<file path="config.mk">
export PLATFORM = sky130hd
export DESIGN_NAME = out_port_buffer_flat
export DESIGN_NICKNAME = d
export VERILOG_FILES = /design/src/rtl/out_port_pkg.sv /design/src/rtl/out_port_buffer_if.sv /design/src/rtl/out_port_mem.sv /design/src/rtl/out_port_buffer.sv /design/src/flat_wrapper.sv
export SDC_FILE = /design/constraint.sdc
export NUM_CORES = 1
export LEC_CHECK = 0
export ABC_AREA = 1
export CAP_MARGIN = 20
export CORE_ASPECT_RATIO = 1.2
export CORE_MARGIN = 2
export CORE_UTILIZATION = 35
export DETAILED_ROUTE_END_ITERATION = 10
export DONT_BUFFER_PORTS = 1
export PLACE_DENSITY = 0.5
export SYNTH_ARGS = -nofsm -noshare
export SYNTH_HDL_FRONTEND = slang
export SYNTH_HIERARCHICAL = 1
export SYNTH_SLANG_ARGS = --single-unit
</file>
<file path="constraint.sdc">
create_clock -name clock -period 5.05 [get_ports clock]
set_input_delay 1.515 -clock clock [delete_from_list [all_inputs] [get_ports clock]]
set_output_delay 1.515 -clock clock [all_outputs]
set_load 0.05 [all_outputs]
</file>
<file path="src/rtl/out_port_pkg.sv">
// Shared constants and sizing helpers for the output-port buffer and its bench.
package out_port_pkg;
  localparam int OUTPORT_DATA_W = 32;
  localparam int OUTPORT_DEPTH  = 4;

  function automatic int ptr_w(input int depth);
    return (depth <= 2) ? 1 : $clog2(depth);
  endfunction

  function automatic int cnt_w(input int depth);
    return $clog2(depth) + 1;
  endfunction
endpackage

</file>
<file path="src/rtl/out_port_buffer_if.sv">
// Producer/consumer signals of the output-port buffer; slave = buffer side, master = CPU/device side.
interface out_port_buffer_if
  import out_port_pkg::*;
#(
  parameter int DATA_W = OUTPORT_DATA_W,
  parameter int DEPTH  = OUTPORT_DEPTH
);
  localparam int CNT_W = cnt_w(DEPTH);

  logic              OutPortin;
  logic [DATA_W-1:0] BusMuxOut;
  logic [DATA_W-1:0] out_data;
  logic              out_valid;
  logic              out_ready;
  logic              full;
  logic              empty;
  logic [CNT_W-1:0]  count;
  logic              overflow;

  modport slave (
    input  OutPortin, BusMuxOut, out_ready,
    output out_data, out_valid, full, empty, count, overflow
  );

  modport master (
    output OutPortin, BusMuxOut, out_ready,
    input  out_data, out_valid, full, empty, count, overflow
  );
endinterface

</file>
<file path="src/rtl/out_port_mem.sv">
// DEPTH x DATA_W register array, one synchronous write port and one async read port; no reset on storage.
module out_port_mem #(
  parameter int DATA_W = 32,
  parameter int DEPTH  = 4,
  parameter int PTR_W  = 2
) (
  input  logic              i_clk,
  input  logic              i_we,
  input  logic [PTR_W-1:0]  i_waddr,
  input  logic [DATA_W-1:0] i_wdata,
  input  logic [PTR_W-1:0]  i_raddr,
  output logic [DATA_W-1:0] o_rdata
);
  logic [DATA_W-1:0] r_mem [DEPTH];

  always_ff @(posedge i_clk) begin
    if (i_we) r_mem[i_waddr] <= i_wdata;
  end

  assign o_rdata = r_mem[i_raddr];
endmodule

</file>
<file path="src/rtl/out_port_buffer.sv">
// Output-port FIFO: OutPortin words appear on out_data one edge after capture; never stalls the CPU, drops+flags when full.
// OUTPORT_MIRROR_EN adds OutPortData, a legacy register loaded on every OutPortin cycle.
module out_port_buffer
  import out_port_pkg::*;
#(
  parameter int DATA_W = OUTPORT_DATA_W,
  parameter int DEPTH  = OUTPORT_DEPTH
) (
  input  logic clock,
  input  logic clear,
  out_port_buffer_if.slave bus
`ifdef OUTPORT_MIRROR_EN
  ,
  output logic [DATA_W-1:0] OutPortData
`endif
);
  localparam int CNT_W = cnt_w(DEPTH);
  localparam int PTR_W = ptr_w(DEPTH);

  logic [PTR_W-1:0]  r_wr_ptr;
  logic [PTR_W-1:0]  r_rd_ptr;
  logic [CNT_W-1:0]  r_count;
  logic              r_overflow;
  logic              w_full;
  logic              w_empty;
  logic              w_push;
  logic              w_pop;
  logic [DATA_W-1:0] w_rdata;

  assign w_full  = (r_count == CNT_W'(DEPTH));
  assign w_empty = (r_count == '0);
  assign w_pop   = !w_empty && bus.out_ready;
  // A pop frees the head slot this edge, so a write at full is still accepted.
  assign w_push  = bus.OutPortin && (!w_full || w_pop);

  out_port_mem #(
    .DATA_W (DATA_W),
    .DEPTH  (DEPTH),
    .PTR_W  (PTR_W)
  ) u_mem (
    .i_clk   (clock),
    .i_we    (w_push && clear),
    .i_waddr (r_wr_ptr),
    .i_wdata (bus.BusMuxOut),
    .i_raddr (r_rd_ptr),
    .o_rdata (w_rdata)
  );

  always_ff @(posedge clock) begin
    if (!clear) begin
      r_wr_ptr   <= '0;
      r_rd_ptr   <= '0;
      r_count    <= '0;
      r_overflow <= 1'b0;
    end else begin
      if (w_push) r_wr_ptr <= r_wr_ptr + PTR_W'(1);
      if (w_pop)  r_rd_ptr <= r_rd_ptr + PTR_W'(1);
      if (w_push && !w_pop)      r_count <= r_count + CNT_W'(1);
      else if (w_pop && !w_push) r_count <= r_count - CNT_W'(1);
      if (bus.OutPortin && !w_push) r_overflow <= 1'b1;
    end
  end

  assign bus.out_data  = w_empty ? '0 : w_rdata;
  assign bus.out_valid = !w_empty;
  assign bus.full      = w_full;
  assign bus.empty     = w_empty;
  assign bus.count     = r_count;
  assign bus.overflow  = r_overflow;

`ifdef OUTPORT_MIRROR_EN
  logic [DATA_W-1:0] r_mirror;

  always_ff @(posedge clock) begin
    if (!clear)             r_mirror <= '0;
    else if (bus.OutPortin) r_mirror <= bus.BusMuxOut;
  end

  assign OutPortData = r_mirror;
`endif
endmodule
</file>
<file path="src/flat_wrapper.sv">
// flat-port wrapper written by rule: the top's interface ports become plain ports
module out_port_buffer_flat import out_port_pkg::*;
#(
  parameter int DATA_W = OUTPORT_DATA_W,
  parameter int DEPTH  = OUTPORT_DEPTH
)
  (clock, clear, bus_OutPortin, bus_BusMuxOut, bus_out_ready, bus_out_data, bus_out_valid, bus_full, bus_empty, bus_count, bus_overflow);
  out_port_buffer_if #(.DATA_W(DATA_W), .DEPTH(DEPTH)) bus_i ();
  input  logic clock;
  input  logic clear;
  input wire logic [$bits(bus_i.OutPortin)-1:0] bus_OutPortin;
  input wire logic [$bits(bus_i.BusMuxOut)-1:0] bus_BusMuxOut;
  input wire logic [$bits(bus_i.out_ready)-1:0] bus_out_ready;
  output wire logic [$bits(bus_i.out_data)-1:0] bus_out_data;
  output wire logic [$bits(bus_i.out_valid)-1:0] bus_out_valid;
  output wire logic [$bits(bus_i.full)-1:0] bus_full;
  output wire logic [$bits(bus_i.empty)-1:0] bus_empty;
  output wire logic [$bits(bus_i.count)-1:0] bus_count;
  output wire logic [$bits(bus_i.overflow)-1:0] bus_overflow;
  assign bus_i.OutPortin = bus_OutPortin;
  assign bus_i.BusMuxOut = bus_BusMuxOut;
  assign bus_i.out_ready = bus_out_ready;
  assign bus_out_data = bus_i.out_data;
  assign bus_out_valid = bus_i.out_valid;
  assign bus_full = bus_i.full;
  assign bus_empty = bus_i.empty;
  assign bus_count = bus_i.count;
  assign bus_overflow = bus_i.overflow;
  out_port_buffer #(.DATA_W(DATA_W), .DEPTH(DEPTH)) u_core (.clock(clock), .clear(clear), .bus(bus_i));
endmodule
</file>
=== Word-level counts from Yosys, hierarchy flattened ===
Memories as Yosys holds them, arrays and structs flattened. A register that Yosys moved wholly into a read port is not among the register bits.
Index checks and enable logic that the tools add are counted.

* ROM bits: 0
* Output and inout bits: 39
* Flip-flop bits (word level): 8
* Latch bits: 0
* Logic and storage cells: 30
* Memory bits (writable): 128
* Input port bits: 36
* Memories: 1

{| class="wikitable"
|+ Memories
! name !! depth !! bits a word !! read ports !! clocked after Yosys merged registers in !! write ports !! RTL line !! source
|-
| u_core.u_mem.r_mem || 4 || 32 || 1 || 1 || 1 || out_port_mem.sv:14 || <nowiki>logic [DATA_W-1:0] r_mem [DEPTH];</nowiki>
|}

* Mux-type cells: 7
* $add $sub $neg: 4
* Reductions and logical operators: 13
* Divide/modulo/power cells: 0
* Shift operators: 0
* $mul: 0
* Equal/unequal tests: 1
* Order comparisons: 0
* Bitwise operators: 0

{| class="wikitable"
|+ Operators by type and width
! operator !! number
|-
| $mux W32 || 1
|-
| $logic_and A1 B1 Y1 || 6
|-
| $mux W3 || 2
|-
| $add A2 B1 Y2 const B || 2
|-
| $logic_not A1 Y1 || 4
|-
| $mux W2 || 2
|-
| $add A3 B1 Y3 const B || 1
|-
| $eq A3 B3 Y1 const B || 1
|-
| $logic_not A3 Y1 || 1
|-
| $sub A3 B1 Y3 const B || 1
|-
| $mux W1 || 2
|-
| $reduce_bool A2 Y1 || 1
|-
| $logic_or A1 B1 Y1 || 1
|}

=== Logic depth before layout (Yosys ltp) ===
Gate-level depths: netlist (run 1).

* Depth in word-level cells: 9
* Depth in mapped cells: 12
* Mapped depth without buffers: 12

=== Modules after synthesis ===
Netlist (run 1), hierarchy kept.

{| class="wikitable"
|+ Modules (own cells, without submodules)
! module !! times used !! cells an instance !! area an instance (um2) !! seq. area each (um2)
|-
| out_port_mem || 1 || 509 || 5437.7 || 3843.7
|-
| out_port_buffer || 1 || 130 || 691.9 || 160.2
|}

=== Worst setup path after synthesis (run 1) ===
Ideal clock, no wire load.

* Path kind: input to register
* Start: input bus_out_ready
* End: memory u_core.u_mem.r_mem[1][0], enable pin
* Data arrival time: 4.095 ns
* Data required time: 4.589 ns
* Setup slack: 0.494 ns
* Cell stages on the path: 6
* Library setup time: 0.461 ns
* Cells stage by stage: inv_1 nand3_1 nand2_1 nor2_1 inv_1 nor3_1

* Cells in the longest elaborated chain, start to end: 6

{| class="wikitable"
|+ RTL lines
! element !! RTL line !! source
|-
| start, declared || flat_wrapper.sv:13 || <nowiki>input wire logic [$bits(bus_i.out_ready)-1:0] bus_out_ready;</nowiki>
|-
| $logic_and A1 B1 Y1 || out_port_buffer.sv:32 || <nowiki>assign w_pop = !w_empty && bus.out_ready;</nowiki>
|-
| $logic_or A1 B1 Y1 || out_port_buffer.sv:34 || <nowiki>assign w_push = bus.OutPortin && (!w_full || w_pop);</nowiki>
|-
| $logic_and A1 B1 Y1 || out_port_buffer.sv:34 ||
|-
| $logic_and A1 B1 Y1 || out_port_buffer.sv:42 || <nowiki>.i_we (w_push && clear),</nowiki>
|-
| $mux W1 || out_port_mem.sv:17 || <nowiki>if (i_we) r_mem[i_waddr] <= i_wdata;</nowiki>
|-
| $mux W1 (not written as such) || out_port_mem.sv:17 ||
|-
| end, declared || out_port_mem.sv:14 ||
|}

No other way between the ends.

=== Final worst setup path (run 1) ===
* Start: register u_core.r_count[0] (netlist: u_core/bus.count[0])
* End: output bus_out_data[12]

* Cells in the longest elaborated chain, start to end: 2

{| class="wikitable"
|+ RTL lines
! element !! RTL line !! source
|-
| start, declared || out_port_buffer.sv:22 || <nowiki>logic [CNT_W-1:0] r_count;</nowiki>
|-
| start signal, assigned || out_port_buffer.sv:58 || <nowiki>if (w_push && !w_pop) r_count <= r_count + CNT_W'(1);</nowiki>
|-
| start signal, assigned || out_port_buffer.sv:59 || <nowiki>else if (w_pop && !w_push) r_count <= r_count - CNT_W'(1);</nowiki>
|-
| $logic_not A3 Y1 || out_port_buffer.sv:31 || <nowiki>assign w_empty = (r_count == '0);</nowiki>
|-
| net bus_empty || flat_wrapper.sv:17 || <nowiki>output wire logic [$bits(bus_i.empty)-1:0] bus_empty;</nowiki>
|-
| $mux W32 || out_port_buffer.sv:64 || <nowiki>assign bus.out_data = w_empty ? '0 : w_rdata;</nowiki>
|-
| end, declared || flat_wrapper.sv:14 || <nowiki>output wire logic [$bits(bus_i.out_data)-1:0] bus_out_data;</nowiki>
|}

The timed path passes the listed nets, and every way through them passes these cells.

==> reports/metrics.cfg, run 1 <==
[job]
max-cap-violations=0

[synth]
synth_compound_area_share_pct=0.572
synth_ff_type=edfxtp_1
synth-adder-area-share_pct=0.531
syn_area_mm2=0.00613
synth_edf_count=128
yosysTopAreaCellShare_pct=62.7
ys_async_sr_fraction_pct=0
synthMuxAreaShare_pct=0
avgSynthCellArea_um2=9.59
synth_area_leaders=edfxtp_1, inv_1, nand2_1, nand3_1, dfxtp_1
yosys.area_share.xor_xnor_pct=0
synthCells=639
synth_fp_nets=677
synth_seq_area_share_pct=65.3
ys_ff_latch=136
yosys-top-cells-count=inv_1, nand2_1, edfxtp_1
yosysWarnings=6
synthSimpleGateAreaFrac_pct=19.6
yosysMostFrequentCell=inv_1
ys_types=18
synth_top_family_by_area=simple AND/OR/NAND/NOR gates
yosysTopAreaCell=edfxtp_1

[power_and_ir_drop]
power.share.clock_pct=28.1
power.switching_w=0.00170
p_int_w=0.00241
peakVddDrop_v=0.000502
p_seq_share_pct=33.3
combPwrFrac_pct=38.5
p_leak_nw=3.33
switching_share_pct=41.4
power.total_w=0.00411
p_per_area_mw_per_mm2=577

[drt]
ant_nets=0
dr_total_vias=3969
wl_um=12600
route.detailed.drc=0
viasPerCell=4.37
wl_per_cell_um=13.9
firstDrtPassIters=4
drt_iter0_markers=145

[global_route]
grt_max_degree=68
overflow=0
grtUsageTotal_pct=13.9
grt_pass1_wl_um=19700
antenna_found_initial=0
grt_pass1_vias=3889

[floorplanning]
dieArea_mm2=0.0186
ioPinCount=75
placementRows=53
fp.dieH_um=149
die_width_um=125
initial_utilization_pct=35.4
core_area_mm2=0.0173

[critical_path]
crit_path_cell_trace=nor2_1, nand2_2, inv_2, nor2_1, buf_4
cp_slowest_cell=inv_2
critical_path_class=reg2out
critical_path.max_fanout=33
cp.arrival_ns=2.56
crit_path_max_incr_delay_ns=0.72
cp-start-kind=flop
critPathCaptureType=primary output
crit_top_cell=nor2_1
worstPathRequired_ns=3.54

[timing]
fin_crit_sh_pct=80.6
finalHoldViolations=0
maxSlewHeadroom_pct=35.0
skew_ns=0.0140
drv_slew=0
period_needed_ns=4.07
rsz0062_at_grt=false
max_clock_freq_ghz=0.246
tightestPinTransition_ns=0.970
setup_viol=0
fin_setup_tns_ns=0

[clock_tree]
cts_tree=built
cts_buffer_depth=2
clk_pin_slew_ns=0.06
clock_sinks=136
htreeDepth=4
clock_latency_ns=0.41
post-cts-setup-buffer-count=0
cts_buffers=17
cts_hold_buf=0
post_cts_resized=0
cts_root_buffer=clkbuf_16

[placement]
hpwl_um=7570
gp_congestion=0.719
portBuffers=0
place_inst=878

[final_layout]
drive_gt1_share_pct=11.8
area_growth_pct=16.3
n_fill_cell=1668
stdcell_count=909
fin_nets=715
n_antenna_cell=0

[min_path]
hold_path.class=reg2reg

[run_status]
status=finished, final reports clean

## metrics by stage
stage	hold WS (ns)	utilization [%]	worst slack (ns)	area, um^2
global route	0.598	41.2	0.754	7130
detailed placement	0.559	38.0	1.37	6570
CTS	0.571	41.2	0.905	7130
finish	0.572	41.2	0.978	7130
global placement	0.536	37.9	1.42	6550
floorplan	0.477	-	0.494	6130
## cells by family (layout without fill, tap and decap cells)
kind of cell    after synthesis  after routing
fa+ha+maj                     2              2
buf+inv                     201            251
flops                       136            136
simple gates                293            293
compound gates                7              7
## worst paths after layout
check,endpoint,depth (start not counted),startpoint,slack (ns)
setup / recovery,bus_out_data[12],5,u_core/bus.count[0]$_SDFFE_PN0P_,0.98
hold reg to reg,u_core/r_wr_ptr[1]$_SDFFE_PN0P_,2,u_core/r_wr_ptr[1]$_SDFFE_PN0P_,0.57
hold / removal,u_core/r_wr_ptr[1]$_SDFFE_PN0P_,2,u_core/r_wr_ptr[1]$_SDFFE_PN0P_,0.57
setup reg to reg,u_core/bus.count[2]$_SDFFE_PN0P_,11,u_core/bus.count[0]$_SDFFE_PN0P_,2.55
## placed cells by master, fill, tap and decap left out
master      synthesis  layout
a21oi_1             5       5
buf_12              0       1
buf_4               4      41
bufinv_16           0       2
clkbuf_16           0      17
clkinv_1            0       3
clkinv_2            0       4
clkinv_4            0       1
clkinvlp_4          0       2
dfxtp_1             8       6
dfxtp_2             0       2
edfxtp_1          128     128
fa_1                1       1
ha_1                1       1
inv_1             176     176
inv_2               2       2
inv_6               0       2
nand2_1           175     175
nand2_2             1       1
nand3_1            71      71
nand4_1             1       1
nor2_1             39      39
nor3_2              0       5
o21ai_0             2       2
or2_2               1       1
## flip-flops by register name, indices dropped and copies added, names as in the netlist
register             flops
u_core/u_mem/r_mem     128
u_core/bus.overflow      1
u_core/r_wr_ptr          2
u_core/bus.count         3
u_core/r_rd_ptr          2
## power by group through the flow
stage	Clock, W	Sequential, W	Combinational (W)
floorplan	0	0.00139	0.00123
global placement	0	0.00139	0.00158
detailed placement	0	0.00139	0.00161
CTS	0.00118	0.00137	0.00161
global route	0.00124	0.00138	0.00172
finish	0.00116	0.00137	0.00159
## area by class of cell
class	instances	area (um^2)	area share [%]
Clock buffer	17	425	5.97
Sequential cell	136	4010	56.2
Clock inverter	14	133	1.86
Inverter	178	668	9.37
Multi-Input combinational cell	302	1290	18.2
Tap cell	220	275	3.86
Timing Repair Buffer	42	328	4.60
## critical path: cells and delay by family, from the launching register on
kind | cells | cell delay, ns
flops | 1 | 0.53
buf+inv | 2 | 0.94
simple gates | 3 | 0.64
## layer usage
layer  vias up  wire length, um  GRT usage [%]
li1       2026                -              -
met1      1857             5110           15.1
met2        77             6710           25.7
met3         9              656           4.45
met4         0              161           4.72
met5         -                0              0
(Power assumes the default switching activity.)
==> inputs of run 2 (changes only) <==
Settings changed: PLACE_DENSITY 0.5 to 0.52.
Clock period 5.05 ns to 3.6 ns, I/O delays scaled along.
==> run 2 against run 1 <==
Non-clock buffer count up 5. Critical path depth did not move. Count of clock-buffer cells in the layout rose by 1. Worst hold slack worse by 0.023 ns. Critical endpoint is now bus_out_data[6]. Largest cell class unchanged. Via count is 1.5% higher. Critical path type unchanged. Wire length increased by 1.7%.
==> reports/metrics.cfg, run 2 (synthesis results as in run 1) <==
[critical_path]
critical_path.max_fanout=33  ; unchanged
rr_worst_depth=12  ; +1
cp-start-kind=flop
r2r_end=u_core/bus.count[2]$_SDFFE_PN0P_
cp_slowest_cell=inv_2
critical_path_class=reg2out
r2r-start=u_core/bus.count[0]$_SDFFE_PN0P_
worstPathRequired_ns=2.52  ; -1.02 ns
crit_path_cell_trace=nor2_1, nand2_2, inv_2, nor2_1, buf_4
cp.arrival_ns=2.28  ; -0.28 ns
reg2reg_slack_ns=1.09  ; -1.46 ns
crit_path_max_incr_delay_ns=0.63  ; -0.09 ns
crit_top_cell=nor2_1
critPathCaptureType=primary output

[timing]
maxSlewHeadroom_pct=41.1  ; +6.1 points
fin_setup_tns_ns=0  ; unchanged
fin_crit_sh_pct=93.5
setup_viol=0  ; unchanged
period_needed_ns=3.36
skew_ns=0.00868  ; -0.00536 ns
finalHoldViolations=0  ; unchanged
rsz0062_at_grt=false
tightestPinTransition_ns=0.883  ; -0.0865 ns
worst_slack_ns=0.235  ; -0.743 ns
drv_slew=0  ; unchanged
max_clock_freq_ghz=0.297

[global_route]
grtUsageTotal_pct=14.5  ; +0.53 points
grt_pass1_vias=4074  ; +4.8%
overflow=0  ; unchanged
grt_pass1_wl_um=20600  ; +4.3%
antenna_found_initial=0  ; unchanged
grt_max_degree=68  ; unchanged

[min_path]
hp-start=u_core/r_wr_ptr[1]$_SDFFE_PN0P_
holdPathStages=2  ; unchanged
holdPathEnd=u_core/r_wr_ptr[1]$_SDFFE_PN0P_
hold_path.class=reg2reg

[drt]
viasPerCell=4.40  ; +0.82%
drt_iter0_markers=140  ; -3.4%
route.detailed.drc=0  ; unchanged
wl_met1_um=5210  ; +2.0%
top_layer=met4
wl_per_cell_um=14.0  ; +1.1%
route.met3.wl_um=682  ; +4.0%
wl_met2_um=6750  ; +0.58%
dr_total_vias=4028  ; +1.5%
ant_nets=0  ; unchanged
wl_um=12900  ; +1.7%
firstDrtPassIters=4  ; unchanged

[final_layout]
fin_area_mm2=0.00722  ; +1.3%
n_fill_cell=1668  ; unchanged
n_antenna_cell=0  ; unchanged
drive_gt1_share_pct=12.5  ; +0.76 points
multi_input_area_mm2=0.00129  ; unchanged
fin_nets=720  ; +0.70%
largest_reg_flops=128  ; unchanged
stdcell_count=915  ; +0.66%
final_cell_mix=inv_1, nand2_1, edfxtp_1
regMostFlops=u_core/u_mem/r_mem
area_growth_pct=17.8
final_common_cell=inv_1
regArea_mm2=0.00401  ; unchanged

[clock_tree]
post_cts_resized=0  ; unchanged
clock_sinks=136  ; unchanged
clock_latency_ns=0.42  ; about the same
clk_pin_slew_ns=0.06  ; about the same
htreeDepth=4  ; unchanged
cts_tree=built
post-cts-setup-buffer-count=0  ; unchanged
cts_buffer_depth=2  ; unchanged
cts_hold_buf=0  ; unchanged
cts_buffers=17  ; unchanged
cts_root_buffer=clkbuf_16

[power_and_ir_drop]
p_leak_nw=3.37  ; +1.2%
peakVddDrop_v=0.000456  ; -9.2%
p_per_area_mw_per_mm2=825  ; +43%

[floorplanning]
dieArea_mm2=0.0186  ; unchanged
placementRows=53  ; unchanged
die_width_um=125  ; unchanged
initial_utilization_pct=35.4  ; unchanged
fp.dieH_um=149  ; unchanged
ioPinCount=75  ; unchanged
core_area_mm2=0.0173  ; unchanged

[placement]
portBuffers=0  ; unchanged
place_inst=883  ; +0.57%
pre_cts_ws_ns=0.602  ; -0.764 ns
place_area_mm2=0.00661  ; +0.57%
hpwl_um=7900  ; +4.4%
gp_congestion=0.758  ; +5.4%

[job]
max-cap-violations=0  ; unchanged

[run_status]
status=finished, final reports clean

==> run 2: power by group <==
part / switching, W / total, W / internal [W]
logic: 0.00169 / 0.00227 / 0.000581
registers: 0.0000788 / 0.00190 / 0.00182
clock network: 0.000639 / 0.00179 / 0.00115
total: 0.00241 / 0.00596 / 0.00355
==> run 2: per-layer routing <==
| metal | GRT usage, % | vias up |
|---|---|---|
| met3 | 4.77 | 15 |
| met4 | 6.52 | 0 |
| met1 | 15.4 | 1898 |
| li1 | - | 2034 |
| met2 | 26.1 | 81 |
| met5 | 0 | - |
==> run 2: layout make-up <==
type                       count  area share, %
sequential                   136           55.5
multi-input combinational    302           17.9
inverter                     178           9.25
clock buffer                  18           5.94
timing repair buffer          47           5.06
tap                          220           3.81
clock inverter                14           2.51
==> run 2: how the worst max path moves through the flow <==
stage                                          start                                  to  slack [ns]  depth (start not counted)
CTS                 u_core/bus.count[0]$_SDFFE_PN0P_                     bus_out_data[6]        0.15                          5
global placement    u_core/bus.count[0]$_SDFFE_PN0P_                    bus_out_data[29]        0.71                          5
finish              u_core/bus.count[0]$_SDFFE_PN0P_                     bus_out_data[6]        0.24                          5
global route        u_core/bus.count[0]$_SDFFE_PN0P_                     bus_out_data[6]        0.05                          5
detailed placement  u_core/bus.count[0]$_SDFFE_PN0P_                     bus_out_data[6]        0.60                          5
floorplan                              bus_out_ready  u_core/u_mem/r_mem[1][0]$_DFFE_PP_       -0.52                          6
==> run 2: per-stage QoR <==
step | hold slack (ns) | power, W | utilization [%]
after floorplan | 0.477 | 0.00367 | -
final | 0.550 | 0.00596 | 41.7
after CTS | 0.556 | 0.00604 | 41.7
after detailed placement | 0.547 | 0.00424 | 38.2
after global placement | 0.526 | 0.00419 | 38.1
after global routing | 0.582 | 0.00625 | 41.7
==> run 2: worst max-delay path, delay by kind of cell, from the launching register on <==
| kind | cells | cell delay (ns) |
|---|---|---|
| AND/OR/NAND/NOR | 3 | 0.47 |
| buffers and inverters | 2 | 0.86 |
| flip-flops | 1 | 0.52 |
